==> src/rtl/keypad_scan_rx.sv <==
// 4x4 matrix keypad scanner with debounce and a one-entry valid/ready key register.
// Optional auto-repeat of a held key is compiled in when KEYPAD_REPEAT_EN is defined.
module keypad_scan_rx #(
  parameter int SCAN_TICKS     = 50000,
  parameter int DEBOUNCE_SCANS = 10,
  parameter int REPEAT_SCANS   = 250
) (
  input  logic       clk,
  input  logic       rst,
  input  logic [3:0] row_n,
  output logic [3:0] col_n,
  output logic [3:0] key_code,
  output logic       key_valid,
  input  logic       key_ready,
  output logic       key_held,
  output logic       overflow
);

  localparam int TW = (SCAN_TICKS > 1) ? $clog2(SCAN_TICKS) : 1;
  localparam int DW = $clog2(DEBOUNCE_SCANS + 1);
  localparam logic [TW-1:0] TICK_LAST = TW'(SCAN_TICKS - 1);
  localparam logic [DW-1:0] DEB_LAST  = DW'(DEBOUNCE_SCANS);

  typedef enum logic [1:0] {IDLE, PRESS_DEB, HELD, REL_DEB} state_t;

  logic [3:0]    row_s1, row_s2;
  logic [TW-1:0] tick;
  logic [1:0]    col;
  logic          slot_end, scan_done;
  logic [3:0]    rows_low;
  logic          slot_any, slot_one;
  logic [1:0]    slot_row;
  logic          acc_hit, acc_multi;
  logic [3:0]    acc_key;
  logic          merge_hit, merge_multi;
  logic [3:0]    merge_key;
  logic          res_none, res_one;
  state_t        state, state_nx;
  logic [DW-1:0] cnt, cnt_nx, cnt_inc;
  logic [3:0]    cand, cand_nx, emit_code;
  logic          emit;

  function automatic logic [3:0] key_map(input logic [1:0] r, input logic [1:0] c);
    case ({r, c})
      4'b00_00: key_map = 4'h1;
      4'b00_01: key_map = 4'h2;
      4'b00_10: key_map = 4'h3;
      4'b00_11: key_map = 4'hA;
      4'b01_00: key_map = 4'h4;
      4'b01_01: key_map = 4'h5;
      4'b01_10: key_map = 4'h6;
      4'b01_11: key_map = 4'hB;
      4'b10_00: key_map = 4'h7;
      4'b10_01: key_map = 4'h8;
      4'b10_10: key_map = 4'h9;
      4'b10_11: key_map = 4'hC;
      4'b11_00: key_map = 4'hE;
      4'b11_01: key_map = 4'h0;
      4'b11_10: key_map = 4'hF;
      default:  key_map = 4'hD;
    endcase
  endfunction

  always_ff @(posedge clk) begin
    if (rst) begin
      row_s1 <= 4'hF;
      row_s2 <= 4'hF;
      tick   <= '0;
      col    <= 2'd0;
      col_n  <= 4'b1110;
    end else begin
      row_s1 <= row_n;
      row_s2 <= row_s1;
      if (slot_end) begin
        tick  <= '0;
        col   <= col + 2'd1;
        col_n <= {col_n[2:0], col_n[3]};
      end else begin
        tick <= tick + TW'(1);
      end
    end
  end

  assign slot_end  = (tick == TICK_LAST);
  assign scan_done = slot_end && (col == 2'd3);
  assign rows_low  = ~row_s2;
  assign slot_any  = |rows_low;
  assign slot_one  = slot_any && ((rows_low & (rows_low - 4'd1)) == 4'd0);

  always_comb begin
    slot_row = 2'd0;
    case (rows_low)
      4'b0010: slot_row = 2'd1;
      4'b0100: slot_row = 2'd2;
      4'b1000: slot_row = 2'd3;
      default: slot_row = 2'd0;
    endcase
  end

  // Fold the current slot into the running scan so the result is ready on the last tick.
  assign merge_hit   = acc_hit || slot_any;
  assign merge_multi = acc_multi || (slot_any && (!slot_one || acc_hit));
  assign merge_key   = (slot_one && !acc_hit) ? key_map(slot_row, col) : acc_key;
  assign res_none    = !merge_hit;
  assign res_one     = merge_hit && !merge_multi;

  always_ff @(posedge clk) begin
    if (rst || scan_done) begin
      acc_hit   <= 1'b0;
      acc_multi <= 1'b0;
      acc_key   <= 4'h0;
    end else if (slot_end) begin
      acc_hit   <= merge_hit;
      acc_multi <= merge_multi;
      acc_key   <= merge_key;
    end
  end

`ifdef KEYPAD_REPEAT_EN
  localparam int RW = $clog2(REPEAT_SCANS + 1);
  localparam logic [RW-1:0] REP_LAST = RW'(REPEAT_SCANS);
  logic [RW-1:0] rep, rep_nx;

  always_ff @(posedge clk) begin
    if (rst) rep <= '0;
    else     rep <= rep_nx;
  end
`endif

  always_ff @(posedge clk) begin
    if (rst) begin
      state <= IDLE;
      cnt   <= '0;
      cand  <= 4'h0;
    end else begin
      state <= state_nx;
      cnt   <= cnt_nx;
      cand  <= cand_nx;
    end
  end

  assign cnt_inc = cnt + DW'(1);

  always_comb begin
    state_nx  = state;
    cnt_nx    = cnt;
    cand_nx   = cand;
    emit      = 1'b0;
    emit_code = cand;
`ifdef KEYPAD_REPEAT_EN
    rep_nx    = rep;
`endif
    if (scan_done) begin
      case (state)
        IDLE: begin
          if (res_one) begin
            cand_nx   = merge_key;
            emit_code = merge_key;
            if (DEBOUNCE_SCANS == 1) begin
              emit     = 1'b1;
              state_nx = HELD;
            end else begin
              cnt_nx   = DW'(1);
              state_nx = PRESS_DEB;
            end
          end
        end
        PRESS_DEB: begin
          if (res_one && (merge_key == cand)) begin
            if (cnt_inc == DEB_LAST) begin
              emit     = 1'b1;
              state_nx = HELD;
            end else begin
              cnt_nx = cnt_inc;
            end
          end else begin
            state_nx = IDLE;
          end
        end
        HELD: begin
          if (res_none) begin
            if (DEBOUNCE_SCANS == 1) begin
              state_nx = IDLE;
            end else begin
              cnt_nx   = DW'(1);
              state_nx = REL_DEB;
            end
          end
`ifdef KEYPAD_REPEAT_EN
          else if (res_one && (merge_key == cand)) begin
            if (rep + RW'(1) == REP_LAST) begin
              emit   = 1'b1;
              rep_nx = '0;
            end else begin
              rep_nx = rep + RW'(1);
            end
          end
`endif
        end
        default: begin
          if (res_none) begin
            if (cnt_inc == DEB_LAST) state_nx = IDLE;
            else                     cnt_nx   = cnt_inc;
          end else begin
            state_nx = HELD;
          end
        end
      endcase
    end
`ifdef KEYPAD_REPEAT_EN
    if (state_nx != HELD) rep_nx = '0;
`endif
  end

  assign key_held = (state == HELD) || (state == REL_DEB);

  // A full register only takes a new code when it is being drained on the same edge.
  always_ff @(posedge clk) begin
    if (rst) begin
      key_code  <= 4'h0;
      key_valid <= 1'b0;
      overflow  <= 1'b0;
    end else if (emit) begin
      if (!key_valid || key_ready) begin
        key_code  <= emit_code;
        key_valid <= 1'b1;
      end else begin
        overflow <= 1'b1;
      end
    end else if (key_valid && key_ready) begin
      key_valid <= 1'b0;
    end
  end

endmodule

==> config.mk <==
export PLATFORM = sky130hd
export DESIGN_NAME = keypad_scan_rx
export DESIGN_NICKNAME = d
export VERILOG_FILES = /design/src/rtl/keypad_scan_rx.sv
export SDC_FILE = /design/constraint.sdc
export NUM_CORES = 1
export LEC_CHECK = 0
export BUFFER_PORTS_ARGS = -buffer_cell sky130_fd_sc_hd__buf_4
export CORE_MARGIN = 3
export CORE_UTILIZATION = 60
export DETAILED_ROUTE_END_ITERATION = 10
export PLACE_DENSITY = 0.76
export SLEW_MARGIN = 15
export SYNTH_ARGS = -nofsm -noshare
export SYNTH_HDL_FRONTEND = slang
export SYNTH_SLANG_ARGS = --single-unit
==> constraint.sdc <==
create_clock -name clk -period 3.5 [get_ports clk]
set_input_delay 0.175 -clock clk [delete_from_list [all_inputs] [get_ports clk]]
set_output_delay 0.175 -clock clk [all_outputs]
set_load 0.03 [all_outputs]
-- After elaboration in Yosys (flattened, before gate mapping)
Memories as Yosys holds them, arrays and structs flattened.
Index checks and enable logic that the tools add are counted.
- shift-type cells: 0
- add/sub/neg operators: 4
- reduce and logical (&&, ||, !) cells: 28
- multipliers: 0
- muxes and demuxes: 25
- magnitude comparators: 0
- equal/unequal tests: 16
- bitwise operators: 3
- div/mod/pow operators: 0
- operators by type and width (operator ; count):
    4-bit 2-to-1 mux ; 9
    16-bit by 1-bit adder with 16-bit output (second input constant) ; 1
    16-bit == test (second input constant) ; 1
    2-bit 2-to-1 mux ; 6
    2-bit one-hot mux with 3 select lines ; 2
    4-bit one-hot mux with 3 select lines ; 1
    5-bit AND reduction ; 2
    4-bit == test (second input constant) ; 2
    1-bit logical AND ; 7
    1-bit 2-to-1 mux ; 7
    2-bit == test (second input constant) ; 3
    1-bit logical OR ; 6
    2-bit inequality test (second input constant) ; 3
    2-bit AND reduction ; 3
    5-bit nonzero test ; 1
    4-bit by 1-bit adder with 4-bit output (second input constant) ; 1
    4-bit bitwise AND ; 1
    4-bit by 2-bit == test with 1-bit output (second input constant) ; 1
    4-bit by 3-bit == test with 1-bit output (second input constant) ; 1
    4-bit == test ; 1
    1-bit logical NOT ; 4
    4-bit logical NOT ; 1
    4-bit inverter ; 1
    4-bit OR reduction ; 1
    10 further kinds ; 10
- output and inout bits: 11
- memories: 1
- latch bits: 0
- word-level logic and storage cells: 91
- bits in registers: 52
- ROM bits: 64
- RAM bits: 0
- memories (name ; words ; bits a word ; read ports ; clocked after Yosys merged registers in ; write ports ; RTL line ; source):
    (no name shown) ; 16 ; 4 ; 1 ; 0 ; 0 ; 44 ; case ({r, c})

-- Logic depth before layout (Yosys ltp)
Gate-level depths: netlist (run 1).
- depth in word-level cells: 17
- depth in mapped cells: 10
- gate-level depth less buffers: 9

-- Least setup slack after synthesis (run 1)
No wires, ideal clock.
- kind: register to register
- start point: register col[0]
- end point: register key_code[0]
- path buffers: 1
- path slack: 0.710 ns
- stages on the path, launching flop included: 10
- arrival: 2.669 ns
- setup time: 0.121 ns
- cells stage by stage: dfxtp_1 -> inv_1 -> ha_1 -> or3b_2 -> a21oi_1 -> a2111o_1 -> o211ai_1 -> or4_4 -> buf_6 -> mux2_4
- word-level cells in the longest chain between the ends: 8
- elaborated cells on any way between the ends: 13
- ends and longest elaborated chain (item ; RTL line ; source):
    from (decl) ; 28 ; logic [1:0] col;
    from (signal assigned) ; 76 ; col <= col + 2'd1;
    memory 16 x 4 bit ; -- ;
    4-bit 2-to-1 mux ; 103 ; assign merge_key = (slot_one && !acc_hit) ? key_map(slot_row, col) : acc_key;
    4-bit == test ; 169 ; if (res_one && (merge_key == cand)) begin
    1-bit logical AND ; 169 ;
    1-bit 2-to-1 mux ; 169 ;
    1-bit 2-to-1 mux ; 154 ; case (state)
    1-bit 2-to-1 mux ; 153 ; if (scan_done) begin
    2-bit AND reduction (no source line) ; -- ;
    to (signal assigned) ; 225 ; key_code <= emit_code;
    to (decl) ; 12 ; output logic [3:0] key_code,
Parallel ways exist; a longest one is shown, timed or not.
A chain may end at the register's enable or synchronous reset.

-- Worst setup path after layout (run 1)
- start point: register row_s2[2]
- end point: register state[1]
- word-level cells in the longest chain between the ends: 14
- elaborated cells on any way between the ends: 30
- ends and longest elaborated chain (item ; RTL line ; source):
    from (decl) ; 26 ; logic [3:0] row_s1, row_s2;
    from (signal assigned) ; 73 ; row_s2 <= row_s1;
    4-bit inverter (*) ; 86 ; assign rows_low = ~row_s2;
    parallel branches: the longest is 13 deep, another holds memory 16 x 4 bit ; -- ;
    to (signal assigned) ; 136 ; state <= state_nx;
    to (decl) ; 38 ; state_t state, state_nx;
Mark *: on every way between the ends.

==> results of run 1 <==
[routing by layer]
layer / global-route usage (%) / up-vias
met5: 0 / -
met1: 28.8 / 1083
met3: 3.56 / 12
met4: 6.41 / 0
li1: - / 1197
met2: 34.6 / 47
[worst paths after layout]
| path | startpoint | end | slack, ns | depth (start not counted) |
|---|---|---|---|---|
| max | row_s2[2] | state[1] | 0.39 | 7 |
| min | row_n[0] | row_s1[0] | 0.05 | 2 |
| max reg2reg | row_s2[2] | state[1] | 0.39 | 7 |
| min reg2reg | row_s1[1] | row_s2[1] | 0.41 | 1 |
[cells by family (layout without fill, tap and decap cells)]
group,Yosys count,count (layout)
and+or+nand+nor,146,146
AOI/OAI and AO/OA,56,56
DFF,52,52
buffers and inverters,29,43
xor gates and xnor gates,19,19
muxes,18,18
adders and majority gates,11,11
[layout make-up]
class | instances | area share, %
Inverter | 15 | 1.78
Tap cell | 52 | 2.06
Sequential cell | 52 | 33.0
Clock buffer | 5 | 2.18
Clock inverter | 3 | 1.35
Timing Repair Buffer | 20 | 4.75
Multi-Input combinational cell | 250 | 54.9
[cells in the final DEF (no fill, tap or decap), drive strengths merged, types with 2 or more instances in the layout]
cell type  count
buf           20
dfxtp         52
ha            11
or4            4
nand4bb        2
a21oi         12
nand4          4
o21ai          9
nand2         24
o311ai         2
o211ai         4
clkinv         2
a22oi          5
nor2          41
inv           14
xor2          12
nand3b         2
nor4           2
nor2b          8
nor3           4
mux2i          9
mux2           9
nand3         13
nand4b         3
a21o           2
clkbuf         5
or3b           3
and3           2
or3            7
a31oi          3
or4b           2
nand2b         7
xnor2          7
nor3b          2
o41ai          4
or2           11
and2           2
a221oi         2
[sequential cells by signal, indices dropped and copies added (netlist names)]
register	count
tick	16
acc_key	4
cand	4
cnt	4
col_n	4
key_code	4
row_s1	4
row_s2	4
col	2
state	2
acc_hit	1
acc_multi	1
key_valid	1
overflow	1
[per-stage QoR]
step / cell area [sq um] / hold slack [ns]
6_report: 3160 / 0.0513
5_1_grt: 3160 / 0.0446
4_1_cts: 3160 / 0.0421
3_5_place_dp: 3050 / 0.363
3_3_place_gp: 3050 / 0.361
2_1_floorplan: 2900 / 0.279
[power breakdown]
group          internal, mW  switching [mW]  leakage (nW)
sequential            0.598         0.00981         0.421
combinational        0.0353          0.0506         0.788
clock                 0.212           0.202        0.0541
[worst register-to-register path, stage by stage (launching register included)]
cell,delay [ns]
dfxtp_1,0.66
nand2_1,0.19
or4_1,0.42
a311oi_1,0.32
a21o_1,0.17
mux2_4,0.37
o41ai_1,0.49
mux2_2,0.40
==> impl_metrics.tcl, run 1 <==
set metrics [dict create \
    clock_insertion_delay_at_the_later_pin_of_the_skew_report_ns 0.31 \
    finalHoldViolations 0 \
    via_per_inst 5.89 \
    synthesis.yosys.warnings 0 \
    slew_headroom_pct 49.5 \
    buffers_on_ports 17 \
    endpoint_kind "flop" \
    vias_in_the_first_global_route 2085 \
    synthAdderAreaFrac_pct 4.74 \
    drt-total-wl_um 5760 \
    syn-instance-count 331 \
    clk_pin_slew_ns 0.09 \
    drt_iter0_drc 114 \
    route.layer.met1.wl_um 2890 \
    cts_root_buf "clkbuf_8" \
    path_class "flop to flop" \
    syn_area_per_cell_sq_um 8.77 \
    postSynth.asyncResetShare_pct 0 \
    floorplan.die_area_sq_mm 0.00571 \
    drt.antenna.violating_nets 0 \
    fraction_of_synthesized_cell_area_in_xor_and_xnor_cells_pct 5.73 \
    synth_compound_area_share_pct 14.6 \
    floorplan.initialDensity_pct 64.5 \
    die-height_um 75.6 \
    synth.yosys.seq_area_share_pct 35.8 \
    synth-edff-count 0 \
    fin_tns_setup_ns 0 \
    timing_worst_slew_pin_value_ns 0.754 \
    sum_of_net_half_perimeters_after_detailed_placement_um 4130 \
    crit_path_cell_chain "nand2_1 > or4_1 > a311oi_1 > a21o_1 > mux2_4 > o41ai_1 > mux2_2" \
    n_antenna_cell 0 \
    layout-drive-gt1-share_pct 15.9 \
    die_w_um 75.6 \
    irDropWorstVdd_uv 282 \
    ioPinCount 18 \
    crit_arrival_ns 3.31 \
    final_core_utilization_pct 70.1 \
    synthToLayoutAreaGrowth_pct 8.75 \
    pre_cts_ws_ns 0.439 \
    grt_antenna_before_repair 0 \
    critical_path.slowest_cell "dfxtp_1" \
    synth-seq-cells 52 \
    critPathMaxStageDelay_ns 0.66 \
    postSynthNetCount 349 \
    highest_layer "met4" \
    finalSetupViolations 0 \
    outcome "finished clean" \
    finalCriticalPeriod_ns 3.11 \
    clock-skew-final_ns 0.0101 \
    setup_ws_ns 0.394 \
    multiplexer_share_of_the_synthesized_area_pct 7.24 \
    multi_input_comb_area_sq_mm 0.00173 \
    postCtsSetupRepairBufs 0 \
    gp_congestion 0.873 \
    wl_met3_um 197 \
    cts_buffers 5 \
    syn_area_sq_mm 0.00290 \
    synth_most_common_cell "dfxtp_1" \
    clkSinkCount 52 \
    synth_simple_gate_area_share_pct 27.4 \
    numPlacedInstances 389 \
    cts_max_level 2 \
    max_freq_mhz 322 \
    timing.critical_path.max_delay_family "compound AO/OA/AOI/OAI gates" \
    drc 0 \
    setup.worst_path.start_class "flop" \
    postSynth.topFlopCell "dfxtp_1" \
    route.met2.wl_um 2580 \
    synth_top_area_share_pct 35.8 \
    netlist-cell-type-count 67 \
    main_combinational_cell_family_by_area_after_synthesis "simple AND/OR/NAND/NOR gates" \
    synth.top_cells.by_area "dfxtp_1, nor2_1, ha_1" \
    power.static_leakage_nw 1.26 \
    gr-total-overflow 0 \
    power_per_cell_area_mw_per_mm2 351 \
    timing.final.max_slew_violations 0 \
    routedWlPerCell_um 14.5 \
    critPathBufInv 0 \
    design.final.nets 362 \
    grt_first_pass_wirelength_um 9410 \
    timing.critical_path.fanout_max 14 \
    cts-root-to-sink-buffers 2 \
    vias 2339 \
    cp_data_required_time_ns 3.70 \
    rsz0062_at_grt "no" \
    report.power.total_mw 1.11 \
    maximum_number_of_pins_on_one_net_before_global_route_repair 38 \
    filler_cell_count 367 \
    placeable_core_region_sq_mm 0.00450 \
    finish.cell_count_without_fillers 397 \
    ys_top_cells_by_count "dfxtp_1, nor2_1, nand2_1, inv_1, nand3_1" \
    min_period_over_period_pct 88.7 \
    netlist.top_cell.by_area "dfxtp_1" \
    num_rows 24 \
    seq_area_sq_mm 0.00104 \
    drtPass1Iterations 4 \
    cts_resized 0 \
    grt_use_total_pct 21.2 \
    post_cts_hold_buffer_count 0 \
    hold_class "primary input to flop" \
    tritoncts "yes" \
    max_cap_viol_count 0 \
]
Note: power is estimated with default switching activity, not from simulation.
==> run 2: changes to the inputs <==
CELL_PAD_IN_SITES_DETAIL_PLACEMENT = 2   (was unset)
CELL_PAD_IN_SITES_GLOBAL_PLACEMENT = 2   (was unset)
CORE_UTILIZATION = 39   (was 60)
CTS_BUF_LIST = sky130_fd_sc_hd__clkbuf_4   (was unset)
PLACE_DENSITY = 0.79   (was 0.76)
==> run 2 against run 1 <==
Hold slack improved by 0.13 ns. Clock skew rose by 0.0058 ns. Wire length increased by 37%. Count of clock-buffer cells in the layout did not move. Final area is 2.5% higher. Cell count up 13%. First-iteration DRC count increased by 2.6%. Critical path type unchanged. Critical endpoint is now cnt[1]. Largest power group unchanged.
==> impl_metrics.tcl, run 2 (same netlist as run 1, synthesis figures left out) <==
set metrics [dict create \
    grt_first_pass_wirelength_um 13500 \
    max_cap_viol_count 0 \
    floorplan.die_area_sq_mm 0.00852 \
    ff2ff_setup_slack_ns 0.40 \
    via_per_inst 5.53 \
    power.static_leakage_nw 1.28 \
    vias 2472 \
    cts_buffers 5 \
    tritoncts "yes" \
    timing_worst_slew_pin_value_ns 0.725 \
    filler_cell_count 782 \
    finalHoldViolations 0 \
    layout-drive-gt1-share_pct 16.0 \
    cts-root-to-sink-buffers 2 \
    drc 0 \
    timing.final.max_slew_violations 0 \
    buffers_on_ports 17 \
    placedInstanceArea_sq_mm 0.00312 \
    timing.critical_path.fanout_max 8 \
    grt_use_total_pct 19.4 \
    clock_insertion_delay_at_the_later_pin_of_the_skew_report_ns 0.38 \
    vias_in_the_first_global_route 2706 \
    hold_class "primary input to flop" \
    placeable_core_region_sq_mm 0.00702 \
    clk_pin_slew_ns 0.17 \
    finalSetupViolations 0 \
    final_design_area_no_fill_sq_mm 0.00324 \
    gp_congestion 0.805 \
    drt-total-wl_um 7900 \
    layout.cells.most_common_list "dfxtp_1, nor2_1, nand2_1" \
    path_class "flop to flop" \
    rsz0062_at_grt "no" \
    sum_of_net_half_perimeters_after_detailed_placement_um 5720 \
    drt_iter0_drc 117 \
    irDropWorstVdd_uv 146 \
    maximum_number_of_pins_on_one_net_before_global_route_repair 38 \
    setup.worst_path.start_class "flop" \
    slew_headroom_pct 51.7 \
    clkSinkCount 52 \
    die_w_um 92.3 \
    power_per_cell_area_mw_per_mm2 328 \
    endpoint_kind "flop" \
    cts_max_level 2 \
    fin_worst_hold_slack_ns 0.177 \
    floorplan.initialDensity_pct 41.4 \
    largest_register_ffs 16 \
    postCtsSetupRepairBufs 0 \
    grt_antenna_before_repair 0 \
    fin_tns_setup_ns 0 \
    report.power.total_mw 1.06 \
    largest_register "tick" \
    n_antenna_cell 0 \
    gr-total-overflow 0 \
    drtPass1Iterations 4 \
    ioPinCount 18 \
    design.final.nets 368 \
    drt.antenna.violating_nets 0 \
    crit_arrival_ns 3.42 \
    clock-skew-final_ns 0.0160 \
    num_rows 30 \
    die-height_um 92.3 \
    post_cts_hold_buffer_count 4 \
    outcome "finished clean" \
    cp_data_required_time_ns 3.82 \
    routedWlPerCell_um 17.7 \
    cts_resized 0 \
    max_freq_mhz 322 \
    synthToLayoutAreaGrowth_pct 11.5 \
    min_period_over_period_pct 88.6 \
    finalCriticalPeriod_ns 3.10 \
    cts_root_buf "clkbuf_4" \
    layout.cells.most_common "dfxtp_1" \
]
[run 2: power breakdown]
| group | internal (mW) | leakage [nW] | switching (mW) |
|---|---|---|---|
| combinational | 0.0421 | 0.814 | 0.0582 |
| sequential | 0.600 | 0.421 | 0.00994 |
| clock | 0.150 | 0.0428 | 0.202 |
| total | 0.791 | 1.28 | 0.270 |
[run 2: metal layers]
metal,GRT usage (%),wire length (um),vias up
met1,24.9,3650,1238
li1,-,-,1209
met5,0,0,-
met3,3.01,137,6
met2,34.4,4040,19
met4,4.33,77,0
[run 2: area by class of cell]
class                      instances  area, sq um  area share (%)
tap                               96          120            3.71
timing repair buffer              26          205            6.34
clock inverter                     3         42.5            1.31
clock buffer                       5         37.5            1.16
inverter                          15         56.3            1.74
sequential                        52         1040            32.2
multi-input combinational        250         1730            53.6
[run 2: per-stage QoR]
step           cells  worst slack [ns]  utilization [%]
6_report         447             0.399             46.1
3_3_place_gp     435             0.498             44.4
2_1_floorplan    331             0.710                -
5_1_grt          447             0.233             46.1
4_1_cts          447             0.416             46.1
3_5_place_dp     435             0.465             44.4
[run 2: worst max-delay path, stage by stage (launching register included)]
cell and delay, ns:
dfxtp_1 0.37, or4b_1 0.54, nor4_1 0.64, o21ai_1 0.22
a221oi_2 0.23, buf_4 0.20, inv_1 0.04, o41ai_1 0.55
mux2i_1 0.24
[run 2: path summary, 6_finish.rpt]
check | start | end | cells past startpoint
setup / recovery | tick[5] | cnt[1] | 8
hold / removal | key_ready | key_valid | 3
setup reg to reg | tick[5] | cnt[1] | 8
hold reg to reg | row_s1[3] | row_s2[3] | 1
==> run 3: changes to the inputs <==
CORE_MARGIN = unset   (was 3)
GPL_TIMING_DRIVEN = 0   (was unset)
REMOVE_ABC_BUFFERS = 1   (was unset)
==> run 3 against run 2 <==
Setup slack got worse by 0.16 ns. Largest power group unchanged. Clock power barely moved. Wire length rose by 0.44%. Maximum frequency fell by 5.0%.
==> impl_metrics.tcl, run 3 (same netlist as run 1, synthesis figures left out) <==
set metrics [dict create \
    largest_register_ffs 16 \
    maximum_number_of_pins_on_one_net_before_global_route_repair 38 \
    vias 2492 \
    cts_max_level 2 \
    drtPass1Iterations 4 \
    die_w_um 88.3 \
    placeable_core_region_sq_mm 0.00721 \
    final_core_utilization_pct 44.4 \
    grt_antenna_before_repair 0 \
    drc 0 \
    min_period_over_period_pct 93.2 \
    clock_insertion_delay_at_the_later_pin_of_the_skew_report_ns 0.37 \
    timing_worst_slew_pin_value_ns 0.868 \
    grt_use_total_pct 21.9 \
    pre_cts_ws_ns 0.126 \
    critPathBufInv 1 \
    hp-start "key_ready" \
    grt_first_pass_wirelength_um 13100 \
    worst_hold_path.num_cells 3 \
    n_antenna_cell 0 \
    sum_of_net_half_perimeters_after_detailed_placement_um 5410 \
    power_per_cell_area_mw_per_mm2 329 \
    vias_in_the_first_global_route 2658 \
    via_per_inst 5.60 \
    rsz0062_at_grt "no" \
    critPathMaxStageDelay_ns 0.73 \
    synthToLayoutAreaGrowth_pct 10.4 \
    buffers_on_ports 17 \
    rr_worst_depth 8 \
    power.static_leakage_nw 1.25 \
    floorplan.initialDensity_pct 40.3 \
    cts_buffers 5 \
    finalCriticalPeriod_ns 3.26 \
    gr-total-overflow 0 \
    max_cap_viol_count 0 \
    num_rows 31 \
    largest_register "tick" \
    drt_iter0_drc 71 \
    max_freq_mhz 306 \
    drt.antenna.violating_nets 0 \
    gp_congestion 0.764 \
    cp_data_required_time_ns 3.79 \
    timing.critical_path.fanout_max 9 \
    filler_cell_count 833 \
    clkSinkCount 52 \
    routedWlPerCell_um 17.8 \
    layout-drive-gt1-share_pct 15.6 \
    design.final.nets 363 \
    layout.cells.most_common "dfxtp_1" \
    fin_tns_setup_ns 0 \
    cts-root-to-sink-buffers 2 \
    crit_arrival_ns 3.55 \
    irDropWorstVdd_uv 158 \
    hold_class "primary input to flop" \
    critical_path.slowest_cell "o41ai_1" \
    worstReg2RegStart "col[0]" \
    path_class "flop to flop" \
    drt-total-wl_um 7940 \
    ff2ff_setup_slack_ns 0.24 \
    outcome "finished clean" \
    hold_path_end "key_valid" \
    setup.worst_path.start_class "flop" \
    clock-skew-final_ns 0.00992 \
    tritoncts "yes" \
    crit_path_cell_chain "inv_1 > ha_1 > or3b_2 > a21oi_1 > a2111o_1 > o211ai_1 > o41ai_1 > mux2_2" \
    floorplan.die_area_sq_mm 0.00780 \
    multi_input_comb_area_sq_mm 0.00173 \
    cts_root_buf "clkbuf_4" \
    worstSetupStartpoint "col[0]" \
    slew_headroom_pct 41.9 \
    die-height_um 88.3 \
    seq_area_sq_mm 0.00104 \
    timing.final.max_slew_violations 0 \
    layout.cells.most_common_list "dfxtp_1, nor2_1, nand2_1" \
    finalHoldViolations 0 \
    endpoint_kind "flop" \
    setup_ws_ns 0.237 \
    fin_worst_hold_slack_ns 0.145 \
    timing.critical_path.max_delay_family "compound AO/OA/AOI/OAI gates" \
    finalSetupViolations 0 \
    cp_num_cells 8 \
    timing.rr.end "state[1]" \
    clk_pin_slew_ns 0.16 \
    ioPinCount 18 \
]
run 3: worst reg2reg max path, cell delays in order, from the launching register on:
cell	delay [ns]
dfxtp_1	0.44
inv_1	0.12
ha_1	0.32
or3b_2	0.46
a21oi_1	0.21
a2111o_1	0.15
o211ai_1	0.34
o41ai_1	0.73
mux2_2	0.40
run 3: final cells by class:
type	instances	share of cell area, %
multi-input combinational	250	54.1
sequential	52	32.6
timing repair buffer	21	5.23
tap	99	3.86
inverter	15	1.76
clock inverter	3	1.33
clock buffer	5	1.17
run 3: routing by layer:
metal	global-route usage, %	part of all wire [%]	wire length, um
met1	25.6	43	3440
met2	40.5	53	4170
met3	3.54	2.5	201
met4	7.04	1.5	123
met5	0	0	0
run 3: power by group:
| group | internal [mW] | leakage [nW] | switching, mW |
|---|---|---|---|
| sequential | 0.600 | 0.421 | 0.0129 |
| clock | 0.149 | 0.0412 | 0.200 |
| combinational | 0.0371 | 0.790 | 0.0557 |
run 3: how the worst max path moves through the flow:
stage,endpoint
detailed placement,state[1]
global placement,state[1]
CTS,state[1]
floorplan,key_code[0]
global route,cnt[1]
finish,state[1]
run 3: what timing repair did:
item | in CTS | in global routing
endpoints found under the hold margin | 4 | 0
gates resized for setup | 0 | 2
hold buffers | 4 | 0
setup endpoints to repair | 0 | 8
buffers inserted | 0 | 0
run 3: stage by stage:
step / total power [mW] / area [sq um] / instances
after detailed placement: 0.712 / 3080 / 433
after CTS: 1.07 / 3200 / 445
after global routing: 1.10 / 3210 / 445
final: 1.05 / 3210 / 445
after floorplan: 0.679 / 2830 / 317
after global placement: 0.709 / 3080 / 433
